--- config.mk ---
export PLATFORM = sky130hd
export DESIGN_NAME = piso_framer_flat
export DESIGN_NICKNAME = d
export VERILOG_FILES = /design/src/rtl/piso_framer_pkg.sv /design/src/rtl/piso_framer_if.sv /design/src/rtl/piso_framer_lane_sel.sv /design/src/rtl/piso_framer.sv /design/src/flat_wrapper.sv
export SDC_FILE = /design/constraint.sdc
export NUM_CORES = 1
export LEC_CHECK = 0
export ABC_AREA = 0
export ABC_CLOCK_PERIOD_IN_PS = 2900
export CAP_MARGIN = 20
export CORE_ASPECT_RATIO = 1.1
export CORE_UTILIZATION = 54
export DETAILED_ROUTE_END_ITERATION = 6
export GPL_TIMING_DRIVEN = 1
export PLACE_DENSITY = 0.8
export SLEW_MARGIN = 10
export SYNTH_ARGS = -nofsm -noshare
export SYNTH_HDL_FRONTEND = slang
export SYNTH_SLANG_ARGS = --single-unit
--- constraint.sdc ---
create_clock -name clk_i -period 2.9 [get_ports clk_i]
set_input_delay 0.58 -clock clk_i [delete_from_list [all_inputs] [get_ports clk_i]]
set_output_delay 0.58 -clock clk_i [all_outputs]
set_load 0.01 [all_outputs]
--- src/rtl/piso_framer_pkg.sv ---
`default_nettype none
// +----------------------------------------------------------------------------+
// | Package     : piso_pkg                                                     |
// | Description : Shared types and helpers for the piso_framer block: FSM      |
// |               state enumeration and the per-lane parity function.          |
// | Revision    : 1.0 - initial release                                        |
// +----------------------------------------------------------------------------+
package piso_pkg;

    typedef enum logic [1:0] {
        IDLE = 2'd0,
        SEND = 2'd1,
        WAIT = 2'd2,
        DONE = 2'd3
    } piso_state_e;

    // Widest lane the parity helper supports; narrower lanes are zero-extended,
    // which leaves the XOR reduction unchanged.
    localparam int LANE_MAX_W = 64;

    function automatic logic lane_parity(input logic [LANE_MAX_W-1:0] lane,
                                         input logic                  odd);
        return (^lane) ^ odd;
    endfunction

endpackage
`default_nettype wire

--- src/rtl/piso_framer_if.sv ---
`default_nettype none
// +----------------------------------------------------------------------------+
// | Interface   : piso_framer_if                                               |
// | Description : Producer-side handshake, serial link outputs and partner     |
// |               ack/nack for piso_framer.                                    |
// |   slave  : framer view (p_i, valid_i, byte_en_i, ack_i, nack_i in;         |
// |            rdy_o, s_o, valid_o, last_o, done_o, err_o out)                 |
// |   master : producer / link-partner view (directions reversed)              |
// | Revision    : 1.0 - initial release                                        |
// +----------------------------------------------------------------------------+
interface piso_framer_if #(
    parameter int DATA_W = 32,
    parameter int LANE_W = 8
);
    localparam int NUM_LANES = DATA_W / LANE_W;

    logic [DATA_W-1:0]    p_i;
    logic                 valid_i;
    logic [NUM_LANES-1:0] byte_en_i;
    logic                 rdy_o;
    logic                 s_o;
    logic                 valid_o;
    logic                 last_o;
    logic                 ack_i;
    logic                 nack_i;
    logic                 done_o;
    logic                 err_o;

    modport slave (
        input  p_i, valid_i, byte_en_i, ack_i, nack_i,
        output rdy_o, s_o, valid_o, last_o, done_o, err_o
    );

    modport master (
        output p_i, valid_i, byte_en_i, ack_i, nack_i,
        input  rdy_o, s_o, valid_o, last_o, done_o, err_o
    );

endinterface
`default_nettype wire

--- src/rtl/piso_framer_lane_sel.sv ---
`default_nettype none
// +----------------------------------------------------------------------------+
// | Module      : piso_lane_sel                                                |
// | Description : Combinational priority pick of the lowest enabled lane whose |
// |               index is >= i_start.                                         |
// |   i_en      : lane enable mask                                             |
// |   i_start   : first index to consider (may equal NUM_LANES = none)         |
// |   o_idx     : selected lane index (0 when nothing found)                   |
// |   o_found   : an enabled lane exists at or above i_start                   |
// |   o_is_last : selected lane is the highest enabled lane in the mask        |
// | Revision    : 1.0 - initial release                                        |
// +----------------------------------------------------------------------------+
module piso_lane_sel #(
    parameter int NUM_LANES = 4,
    parameter int IDX_W     = 2
) (
    input  wire  [NUM_LANES-1:0] i_en,
    input  wire  [IDX_W:0]       i_start,
    output logic [IDX_W-1:0]     o_idx,
    output logic                 o_found,
    output logic                 o_is_last
);

    always_comb begin
        o_idx     = '0;
        o_found   = 1'b0;
        o_is_last = 1'b0;
        // Scan downwards so the lowest qualifying lane is the one left standing.
        for (int k = NUM_LANES - 1; k >= 0; k--) begin
            if (i_en[k] && (k >= int'(i_start))) begin
                o_idx   = IDX_W'(k);
                o_found = 1'b1;
            end
        end
        o_is_last = o_found;
        for (int k = 0; k < NUM_LANES; k++) begin
            if (i_en[k] && (k > int'(o_idx))) begin
                o_is_last = 1'b0;
            end
        end
    end

endmodule
`default_nettype wire

--- src/rtl/piso_framer.sv ---
`default_nettype none
// +----------------------------------------------------------------------------+
// | Module      : piso_framer                                                  |
// | Description : Parallel-in/serial-out framer. Sends the enabled lanes of a  |
// |               captured word LSB first, each followed by a parity bit, then |
// |               waits for ack/nack and retransmits up to MAX_RETRY times.    |
// |   clk_i : clock, rising edge                                               |
// |   rst_i : synchronous reset, active high                                   |
// |   bus   : piso_framer_if.slave (handshake, serial out, ack/nack, status)   |
// | Revision    : 1.0 - initial release                                        |
// +----------------------------------------------------------------------------+
module piso_framer
    import piso_pkg::*;
#(
    parameter int DATA_W      = 32,
    parameter int LANE_W      = 8,
    parameter int NUM_LANES   = DATA_W / LANE_W,
    parameter int ACK_TIMEOUT = 8,
    parameter int MAX_RETRY   = 3,
    parameter int PARITY_ODD  = 0
) (
    input wire            clk_i,
    input wire            rst_i,
    piso_framer_if.slave  bus
);

    localparam int c_LIDX_W = (NUM_LANES > 1) ? $clog2(NUM_LANES) : 1;
    localparam int c_BIT_W  = $clog2(LANE_W + 1);
    localparam int c_BSEL_W = (LANE_W > 1) ? $clog2(LANE_W) : 1;
    localparam int c_TMO_W  = $clog2(ACK_TIMEOUT + 1);
    localparam int c_RTY_W  = (MAX_RETRY > 0) ? $clog2(MAX_RETRY + 1) : 1;

    localparam logic [1:0] c_ST_IDLE = IDLE;
    localparam logic [1:0] c_ST_SEND = SEND;
    localparam logic [1:0] c_ST_WAIT = WAIT;
    localparam logic [1:0] c_ST_DONE = DONE;

    logic [1:0]                       r_state;
    logic [NUM_LANES-1:0][LANE_W-1:0] r_data;
    logic [NUM_LANES-1:0]             r_en;
    logic [c_LIDX_W-1:0]              r_lane_idx;
    logic                             r_lane_last;
    logic [c_BIT_W-1:0]               r_bit_cnt;
    logic [c_TMO_W-1:0]               r_tmo_cnt;
    logic [c_RTY_W-1:0]               r_retry_cnt;
    logic                             r_s;
    logic                             r_valid;
    logic                             r_last;
    logic                             r_done;
    logic                             r_err;

    logic [NUM_LANES-1:0]             w_first_en;
    logic [NUM_LANES-1:0][LANE_W-1:0] w_first_src;
    logic [c_LIDX_W-1:0]              w_first_idx;
    logic                             w_first_found;
    logic                             w_first_is_last;
    logic                             w_first_bit;
    logic [c_LIDX_W:0]                w_next_start;
    logic [c_LIDX_W-1:0]              w_next_idx;
    logic                             w_next_found;
    logic                             w_next_is_last;
    logic [LANE_W-1:0]                w_cur_lane;
    logic [c_BSEL_W-1:0]              w_bit_sel;
    logic                             w_parity;
    logic [c_TMO_W-1:0]               w_tmo_next;

    // In IDLE the first lane comes straight from the bus so the first bit can
    // leave in the cycle after the accept edge; on a retry it comes from the
    // latched copy.
    assign w_first_en  = (r_state == c_ST_IDLE) ? bus.byte_en_i : r_en;
    assign w_first_src = (r_state == c_ST_IDLE) ? bus.p_i : r_data;
    assign w_first_bit = w_first_src[w_first_idx][0];

    piso_lane_sel #(
        .NUM_LANES (NUM_LANES),
        .IDX_W     (c_LIDX_W)
    ) u_first_sel (
        .i_en      (w_first_en),
        .i_start   ('0),
        .o_idx     (w_first_idx),
        .o_found   (w_first_found),
        .o_is_last (w_first_is_last)
    );

    assign w_next_start = {1'b0, r_lane_idx} + 1'b1;

    piso_lane_sel #(
        .NUM_LANES (NUM_LANES),
        .IDX_W     (c_LIDX_W)
    ) u_next_sel (
        .i_en      (r_en),
        .i_start   (w_next_start),
        .o_idx     (w_next_idx),
        .o_found   (w_next_found),
        .o_is_last (w_next_is_last)
    );

    assign w_cur_lane = r_data[r_lane_idx];
    assign w_bit_sel  = r_bit_cnt[c_BSEL_W-1:0];
    assign w_parity   = lane_parity(LANE_MAX_W'(w_cur_lane), (PARITY_ODD != 0));
    assign w_tmo_next = r_tmo_cnt + 1'b1;

    always_ff @(posedge clk_i) begin
        if (rst_i) begin
            r_state     <= c_ST_IDLE;
            r_data      <= '0;
            r_en        <= '0;
            r_lane_idx  <= '0;
            r_lane_last <= 1'b0;
            r_bit_cnt   <= '0;
            r_tmo_cnt   <= '0;
            r_retry_cnt <= '0;
            r_s         <= 1'b0;
            r_valid     <= 1'b0;
            r_last      <= 1'b0;
            r_done      <= 1'b0;
            r_err       <= 1'b0;
        end else begin
            r_done <= 1'b0;
            r_err  <= 1'b0;
            case (r_state)
                c_ST_IDLE: begin
                    if (bus.valid_i) begin
                        r_data      <= bus.p_i;
                        r_en        <= bus.byte_en_i;
                        r_retry_cnt <= '0;
                        if (w_first_found) begin
                            r_state     <= c_ST_SEND;
                            r_s         <= w_first_bit;
                            r_valid     <= 1'b1;
                            r_last      <= 1'b0;
                            r_lane_idx  <= w_first_idx;
                            r_lane_last <= w_first_is_last;
                            r_bit_cnt   <= c_BIT_W'(1);
                        end else begin
                            r_state <= c_ST_DONE;
                            r_done  <= 1'b1;
                        end
                    end
                end
                c_ST_SEND: begin
                    if (r_last) begin
                        // Final parity bit is on the wire this cycle.
                        r_state   <= c_ST_WAIT;
                        r_s       <= 1'b0;
                        r_valid   <= 1'b0;
                        r_last    <= 1'b0;
                        r_tmo_cnt <= '0;
                    end else if (r_bit_cnt < c_BIT_W'(LANE_W)) begin
                        r_s       <= w_cur_lane[w_bit_sel];
                        r_bit_cnt <= r_bit_cnt + 1'b1;
                    end else begin
                        r_s       <= w_parity;
                        r_last    <= r_lane_last;
                        r_bit_cnt <= '0;
                        if (w_next_found) begin
                            r_lane_idx  <= w_next_idx;
                            r_lane_last <= w_next_is_last;
                        end
                    end
                end
                c_ST_WAIT: begin
                    if (bus.ack_i) begin
                        r_state <= c_ST_DONE;
                        r_done  <= 1'b1;
                    end else if (bus.nack_i || (w_tmo_next == c_TMO_W'(ACK_TIMEOUT))) begin
                        if (r_retry_cnt < c_RTY_W'(MAX_RETRY)) begin
                            r_retry_cnt <= r_retry_cnt + 1'b1;
                            r_state     <= c_ST_SEND;
                            r_s         <= w_first_bit;
                            r_valid     <= 1'b1;
                            r_last      <= 1'b0;
                            r_lane_idx  <= w_first_idx;
                            r_lane_last <= w_first_is_last;
                            r_bit_cnt   <= c_BIT_W'(1);
                        end else begin
                            r_state <= c_ST_DONE;
                            r_done  <= 1'b1;
                            r_err   <= 1'b1;
                        end
                    end else begin
                        r_tmo_cnt <= w_tmo_next;
                    end
                end
                c_ST_DONE: begin
                    r_state <= c_ST_IDLE;
                end
                default: begin
                    r_state <= c_ST_IDLE;
                end
            endcase
        end
    end

    assign bus.rdy_o   = (r_state == c_ST_IDLE);
    assign bus.s_o     = r_s;
    assign bus.valid_o = r_valid;
    assign bus.last_o  = r_last;
    assign bus.done_o  = r_done;
    assign bus.err_o   = r_err;

endmodule
`default_nettype wire

--- src/flat_wrapper.sv ---
// flat-port wrapper written by rule: the top's interface ports become plain ports
module piso_framer_flat import piso_pkg::*;
#(
    parameter int DATA_W      = 32,
    parameter int LANE_W      = 8,
    parameter int NUM_LANES   = DATA_W / LANE_W,
    parameter int ACK_TIMEOUT = 8,
    parameter int MAX_RETRY   = 3,
    parameter int PARITY_ODD  = 0
)
  (clk_i, rst_i, bus_p_i, bus_valid_i, bus_byte_en_i, bus_ack_i, bus_nack_i, bus_rdy_o, bus_s_o, bus_valid_o, bus_last_o, bus_done_o, bus_err_o);
  piso_framer_if #(.DATA_W(DATA_W), .LANE_W(LANE_W)) bus_i ();
  input wire clk_i;
  input wire rst_i;
  input wire logic [$bits(bus_i.p_i)-1:0] bus_p_i;
  input wire logic [$bits(bus_i.valid_i)-1:0] bus_valid_i;
  input wire logic [$bits(bus_i.byte_en_i)-1:0] bus_byte_en_i;
  input wire logic [$bits(bus_i.ack_i)-1:0] bus_ack_i;
  input wire logic [$bits(bus_i.nack_i)-1:0] bus_nack_i;
  output wire logic [$bits(bus_i.rdy_o)-1:0] bus_rdy_o;
  output wire logic [$bits(bus_i.s_o)-1:0] bus_s_o;
  output wire logic [$bits(bus_i.valid_o)-1:0] bus_valid_o;
  output wire logic [$bits(bus_i.last_o)-1:0] bus_last_o;
  output wire logic [$bits(bus_i.done_o)-1:0] bus_done_o;
  output wire logic [$bits(bus_i.err_o)-1:0] bus_err_o;
  assign bus_i.p_i = bus_p_i;
  assign bus_i.valid_i = bus_valid_i;
  assign bus_i.byte_en_i = bus_byte_en_i;
  assign bus_i.ack_i = bus_ack_i;
  assign bus_i.nack_i = bus_nack_i;
  assign bus_rdy_o = bus_i.rdy_o;
  assign bus_s_o = bus_i.s_o;
  assign bus_valid_o = bus_i.valid_o;
  assign bus_last_o = bus_i.last_o;
  assign bus_done_o = bus_i.done_o;
  assign bus_err_o = bus_i.err_o;
  piso_framer #(.DATA_W(DATA_W), .LANE_W(LANE_W), .NUM_LANES(NUM_LANES), .ACK_TIMEOUT(ACK_TIMEOUT), .MAX_RETRY(MAX_RETRY), .PARITY_ODD(PARITY_ODD)) u_core (.clk_i(clk_i), .rst_i(rst_i), .bus(bus_i));
endmodule
After elaboration in Yosys (flattened, before gate mapping)
Index checks and enable logic that the tools add are counted.
{ "word_totals": {"in_bits": 41, "mem_bits_ro": 0, "output_inout_bits": 6, "memories": 0, "wordCells": 177, "ram_bits": 0, "register_bits": 56, "latchBits": 0} }
{ "classes": {"eq_ne": 15, "div_mod_pow": 0, "shift": 0, "n_reduce_logical": 25, "bitwise": 1, "n_mul": 0, "add_sub_neg": 4, "n_lt_le_gt_ge": 15, "mux": 101} }
{ "op_table": {"columns": ["operator", "count"], "rows": [
  ["XOR reduction 64 bit", 1],
  ["two-way mux 2 bit", 26],
  ["two-way mux 1 bit", 49],
  ["two-way mux 4 bit", 11],
  ["binary-select mux 8 bit (select 2 bit)", 2],
  ["two-way mux 32 bit", 1],
  ["AND reduction 7 bit", 2],
  ["inequality test 2 bit, second input constant", 6],
  ["one-hot mux 1 bit (3 select lines)", 4],
  ["one-hot mux 4 bit (3 select lines)", 1],
  ["logical AND 1 bit", 10],
  ["AND reduction 9 bit", 1],
  ["adder 4 x 1 -> 4 bit, second input constant", 2],
  ["> comparator 2 bit, first input constant", 4],
  ["two-way mux 8 bit", 1],
  ["inequality test 2 x 1 -> 1 bit, second input constant", 4],
  ["one-hot mux 2 bit (4 select lines)", 1],
  ["one-hot mux 4 bit (2 select lines)", 1],
  [">= comparator 1 x 3 -> 1 bit, first input constant", 2],
  [">= comparator 2 x 3 -> 1 bit, first input constant", 2],
  ["less-than comparator 2 x 3 -> 1 bit, second input constant", 2],
  ["one-hot mux 2 bit (3 select lines)", 1],
  ["AND reduction 6 bit", 1],
  ["AND reduction 5 bit", 1],
  ["22 further kinds", 25]
]} }

Longest topological paths before layout
{ "depth": {"depth_word": 16, "depth_mapped": 8, "ltp_nobuf": 7} }

Modules after synthesis
A second synthesis with hierarchy kept.
{ "hier_totals": {"cells_unflattened": 374, "hier_area_um2": 3159.3} }
{ "by_module_without_submodules": {"columns": ["mod", "area_per_inst_um2", "n_inst", "cells_per_inst", "seq_area_each_um2"], "rows": [
  ["piso_framer", 2939.1, 1, 342, 1121.1],
  ["piso_lane_sel", 110.1, 2, 16, 0.0]
]} }

Least setup slack after synthesis
Ideal clock, no wire load.
{ "synth_path": {"path_kind": "register to register", "startpoint": "register u_core.r_lane_idx[0]", "endpoint": "register u_core.r_s, in the netlist u_core.bus.s_o", "n_path_buf": 1, "setup_slack_ps": 889, "t_arrival_ps": 1861, "period_less_slack_ps": 2011, "stages_incl_launch_ff": 7, "setup_time_ps": 150, "required_ps": 2750, "cell_sequence": "dfxtp_1 buf_6 mux4_2 mux4_2 o2111ai_2 o221a_1 a311oi_1"} }
{ "synth_via": {"elab_chain_len": 7, "word_cells_on_any_way": 8, "classes_between": "mux: 7; reduce/logical: 1"} }
{ "synth_lines": {"columns": ["item", "line_no", "source"], "rows": [
  ["start: declaration", "piso_framer.sv:41", "logic [c_LIDX_W-1:0] r_lane_idx;"],
  ["start signal: assignment", "piso_framer.sv:132", "r_lane_idx <= w_first_idx;"],
  ["start signal: assignment", "piso_framer.sv:157", "r_lane_idx <= w_next_idx;"],
  ["start signal: assignment", "piso_framer.sv:173", "r_lane_idx <= w_first_idx;"],
  ["binary-select mux 8 bit (select 2 bit) (*)", "piso_framer.sv:98", "assign w_cur_lane = r_data[r_lane_idx];"],
  ["two-way mux 8 bit (implied by the code) (*)", "piso_framer.sv:98", null],
  ["binary-select mux 1 bit (select 3 bit)", "piso_framer.sv:150", "r_s <= w_cur_lane[w_bit_sel];"],
  ["two-way mux 1 bit (implied by the code)", "piso_framer.sv:150", null],
  ["two-way mux 1 bit (*)", "piso_framer.sv:149", "end else if (r_bit_cnt < c_BIT_W'(LANE_W)) begin"],
  ["two-way mux 1 bit (*)", "piso_framer.sv:142", "if (r_last) begin"],
  ["one-hot mux 1 bit (3 select lines) (*)", "piso_framer.sv:121", "case (r_state)"],
  ["end signal: assignment", "piso_framer.sv:129", "r_s <= w_first_bit;"],
  ["end signal: assignment", "piso_framer.sv:150", null],
  ["end signal: assignment", "piso_framer.sv:153", "r_s <= w_parity;"],
  ["end: declaration", "piso_framer.sv:46", "logic r_s;"]
]} }
Mark *: on every way between the ends. The rest lies on a longest branch, timed or not. The select of a mux whose other input is x is not followed.
A chain may end at the register's enable or synchronous reset.

Worst setup path after layout
{ "layout_path": {"startpoint": "register u_core.r_state[0]", "endpoint": "output port bus_rdy_o"} }
{ "layout_via": {"elab_chain_len": 1} }
{ "layout_lines": {"columns": ["item", "line_no", "source"], "rows": [
  ["start: declaration", "piso_framer.sv:38", "logic [1:0] r_state;"],
  ["start signal: assignment", "piso_framer.sv:105", "r_state <= c_ST_IDLE;"],
  ["start signal: assignment", "piso_framer.sv:128", "r_state <= c_ST_SEND;"],
  ["start signal: assignment", "piso_framer.sv:136", "r_state <= c_ST_DONE;"],
  ["logical NOT 2 bit", "piso_framer.sv:195", "assign bus.rdy_o = (r_state == c_ST_IDLE);"],
  ["end: declaration", "flat_wrapper.sv:20", "output wire logic [$bits(bus_i.rdy_o)-1:0] bus_rdy_o;"]
]} }
Every way passes these cells.

==> impl_metrics.yaml <==
synthesis:
  synthFlopType: "dfxtp_1"
  synth_edf_count: 0
  synth-warning-count: 0
  synth.cell_area_um2: 3020
  synth.top_cells.by_count: "86 x nand2_1, 56 x dfxtp_1, 54 x a21oi_1"
  ys_seq_elements: 56
  yosysSeqAreaShare_pct: 37.1
  synth_top_cell_area_share_pct: 37.1
  async_reset_ff_share_pct: 0
  yosys.area_share.simple_pct: 20.6
  muxShareOfSynthArea_pct: 10.9
  synth_top_cell_by_area: "dfxtp_1"
  synth_top_family_by_area: "compound AO/OA/AOI/OAI gates"
  synthXorXnorAreaFrac_pct: 3.77
  yosysMostFrequentCell: "nand2_1"
  synth_fa_ha_area_share_pct: 1.24
  syn_area_per_cell_um2: 8.18
  syn_inst: 369
  synth_compound_area_share_pct: 20.9
  yosysUniqueCellTypes: 58
  synth_area_leaders: "dfxtp_1 37%, nand2_1 11%, a21oi_1 9.0%"
  synth_fp_nets: 413
worst_setup_path:
  end_kind: "output pin"
  cp_data_arrival_time_ns: 1.91
  worstPathBufferInverterCount: 2
  cp_data_required_time_ns: 2.32
  crit_chain: "or2_1, inv_2, clkdlybuf4s50_1"
  crit_fanout: 11
  slowest_delay_ns: 0.57
  cp.depth: 3
  worstSetupPathType: "reg2out"
  cpMaxStageDelayCell: "clkdlybuf4s50_1"
  critical-path-top-delay-family: "buffers and inverters"
  crit_path_start_kind: "flip-flop"
  r2r_cells: 5
drt:
  vias_per_cell: 5.58
  drtPass1Iterations: 7
  wl_per_cell_um: 13.7
  drt_drc_violations_left: 0
  drt-initial-drc-count: 159
  postRouteAntennaNets: 0
  route.vias.total: 2662
  wl_mm: 6.55
sta:
  layout_setup_ws_ns: 0.407
  rsz0062_at_grt: "no"
  layout_min_cycle_time_ns: 2.49
  period_share_pct: 86.0
  setup_violations: 0
  tightest_slew_ns: 0.992
  setup-tns-final_ns: 0
  finClkSkew_ns: 0.00704
  max_freq_mhz: 401
  hold_viol: 0
  drv_slew: 0
  maxSlewHeadroom_pct: 33.9
global_routing:
  antenna_found_initial: 0
  grt_max_degree: 57
  first_global_vias: 2498
  overflow: 0
  track_usage_pct: 24.0
  grt_pass1_wl_mm: 11.0
final_layout:
  fill_cells: 489
  drive_gt1_share_pct: 7.71
  postLayoutCoreUtil_pct: 65.9
  area_growth_pct: 17.8
  antenna_cells: 0
  stdcell_count: 477
  fin_nets: 445
placed_design:
  port_buffers: 46
  dpl.cell_count: 469
  place.gp.congestion: 0.872
  place_hpwl_mm: 4.71
  dpl_worst_slack_ns: 0.319
flow_run:
  maxCapViolCount: 0
clock_tree:
  cts.path.max_buffers: 2
  clkLatencyLatePin_ns: 0.31
  cts_tree: "built"
  cts-resized-gates: 0
  clock-root-buffer: "clkbuf_8"
  h-tree-depth: 2
  path_clk_slew_ns: 0.10
  cts_hold_buffers: 0
  clock_sinks: 56
  cts_made_buffers: 5
  post_cts_buffers: 0
die:
  ioPinCount: 47
  start_util_pct: 56.0
  die_area_um2: 5890
  core-area_um2: 5400
  die_w_um: 73.3
  die_h_um: 80.4
  rows: 28
power_and_ir_drop:
  max-vdd-ir-drop_v: 0.000287
  p_leak_nw: 1.25
  powerDensity_nw_per_um2: 494
min_path:
  min_path_cells: 2
  hold_path.class: "reg2reg"
outcome:
  outcome: "finished clean"
-- per-stage QoR --
| step | total power [mW] | cell area (um2) | hold slack, ns |
|---|---|---|---|
| floorplan | 1.20 | 3020 | 0.433 |
| global placement | 1.32 | 3460 | 0.439 |
| detailed placement | 1.33 | 3460 | 0.448 |
| CTS | 1.76 | 3560 | 0.461 |
| global route | 1.84 | 3560 | 0.483 |
| finish | 1.76 | 3560 | 0.460 |
-- flip-flops by register name (all words and copies together), names as in the netlist --
register            cells
u_core.r_lane_idx       2
u_core.bus.s_o          1
u_core.r_lane_last      1
u_core.r_retry_cnt      2
u_core.r_data          32
u_core.bus.last_o       1
u_core.bus.done_o       1
u_core.bus.err_o        1
u_core.bus.valid_o      1
u_core.r_state          2
u_core.r_en             4
u_core.r_tmo_cnt        4
u_core.r_bit_cnt        4
-- worst paths after layout --
check | slack (ns) | to | start
max reg2reg | 0.50 | u_core.bus.s_o$_SDFFE_PP0P_ | u_core.r_lane_idx[1]$_SDFFE_PP0P_
min | 0.46 | u_core.r_data[19]$_SDFFE_PP0P_ | u_core.r_data[19]$_SDFFE_PP0P_
min reg2reg | 0.46 | u_core.r_data[19]$_SDFFE_PP0P_ | u_core.r_data[19]$_SDFFE_PP0P_
max | 0.41 | bus_rdy_o | u_core.r_state[0]$_SDFFE_PP0P_
-- report_power, final --
group          switching (mW)  leakage, nW  internal, mW
combinational           0.207        0.751         0.218
clock                   0.248       0.0445         0.195
sequential             0.0665        0.458         0.822
total                   0.522         1.25          1.23
-- cell type report --
type	instances	area, um2	share of cell area [%]
multi-input cells	280	1730	48.7
flip-flops and latches	56	1120	31.5
repair buffers	50	485	13.7
well taps	75	93.8	2.64
clock buffers	7	86.3	2.43
inverters	8	30.0	0.844
clock inverters	1	7.51	0.211
-- cell usage in the layout, fill, tap and decap left out, types with 4 or more instances in the layout --
| cell | synthesis | routed |
|---|---|---|
| a21oi_1 | 54 | 54 |
| a22oi_1 | 5 | 5 |
| buf_4 | 1 | 4 |
| clkbuf_8 | 0 | 6 |
| clkdlybuf4s50_1 | 0 | 45 |
| dfxtp_1 | 56 | 56 |
| inv_1 | 6 | 6 |
| mux2_2 | 4 | 4 |
| mux2i_1 | 4 | 4 |
| mux4_2 | 8 | 8 |
| nand2_1 | 86 | 86 |
| nand2b_1 | 5 | 5 |
| nand3_1 | 5 | 5 |
| nor2_1 | 26 | 26 |
| nor3_1 | 6 | 6 |
| o21ai_0 | 10 | 10 |
| o21ai_1 | 4 | 4 |
| xnor2_1 | 6 | 6 |
| xor2_1 | 7 | 7 |
-- worst reg2reg max path, cell delays in order (launching register included) --
cell and delay, ns:
dfxtp_1 0.81, mux4_2 0.45, mux4_2 0.49, o2111ai_2 0.20, o221a_1 0.21, a311oi_1 0.08
-- cell families after synthesis --
kind of cell | Yosys count
AO/OA/AOI/OAI | 102
XOR/XNOR | 13
adder cells (fa/ha/maj) | 3
buffers and inverters | 33
flip-flops | 56
multiplexers | 19
AND/OR/NAND/NOR | 143
-- layer usage --
layer	up-vias	GRT usage [%]	wire length, um
met5	-	0	0
met1	1235	29.7	2940
met4	0	6.35	70
li1	1351	-	-
met2	71	42.6	3260
met3	5	4.27	288
(Power assumes the default switching activity.)
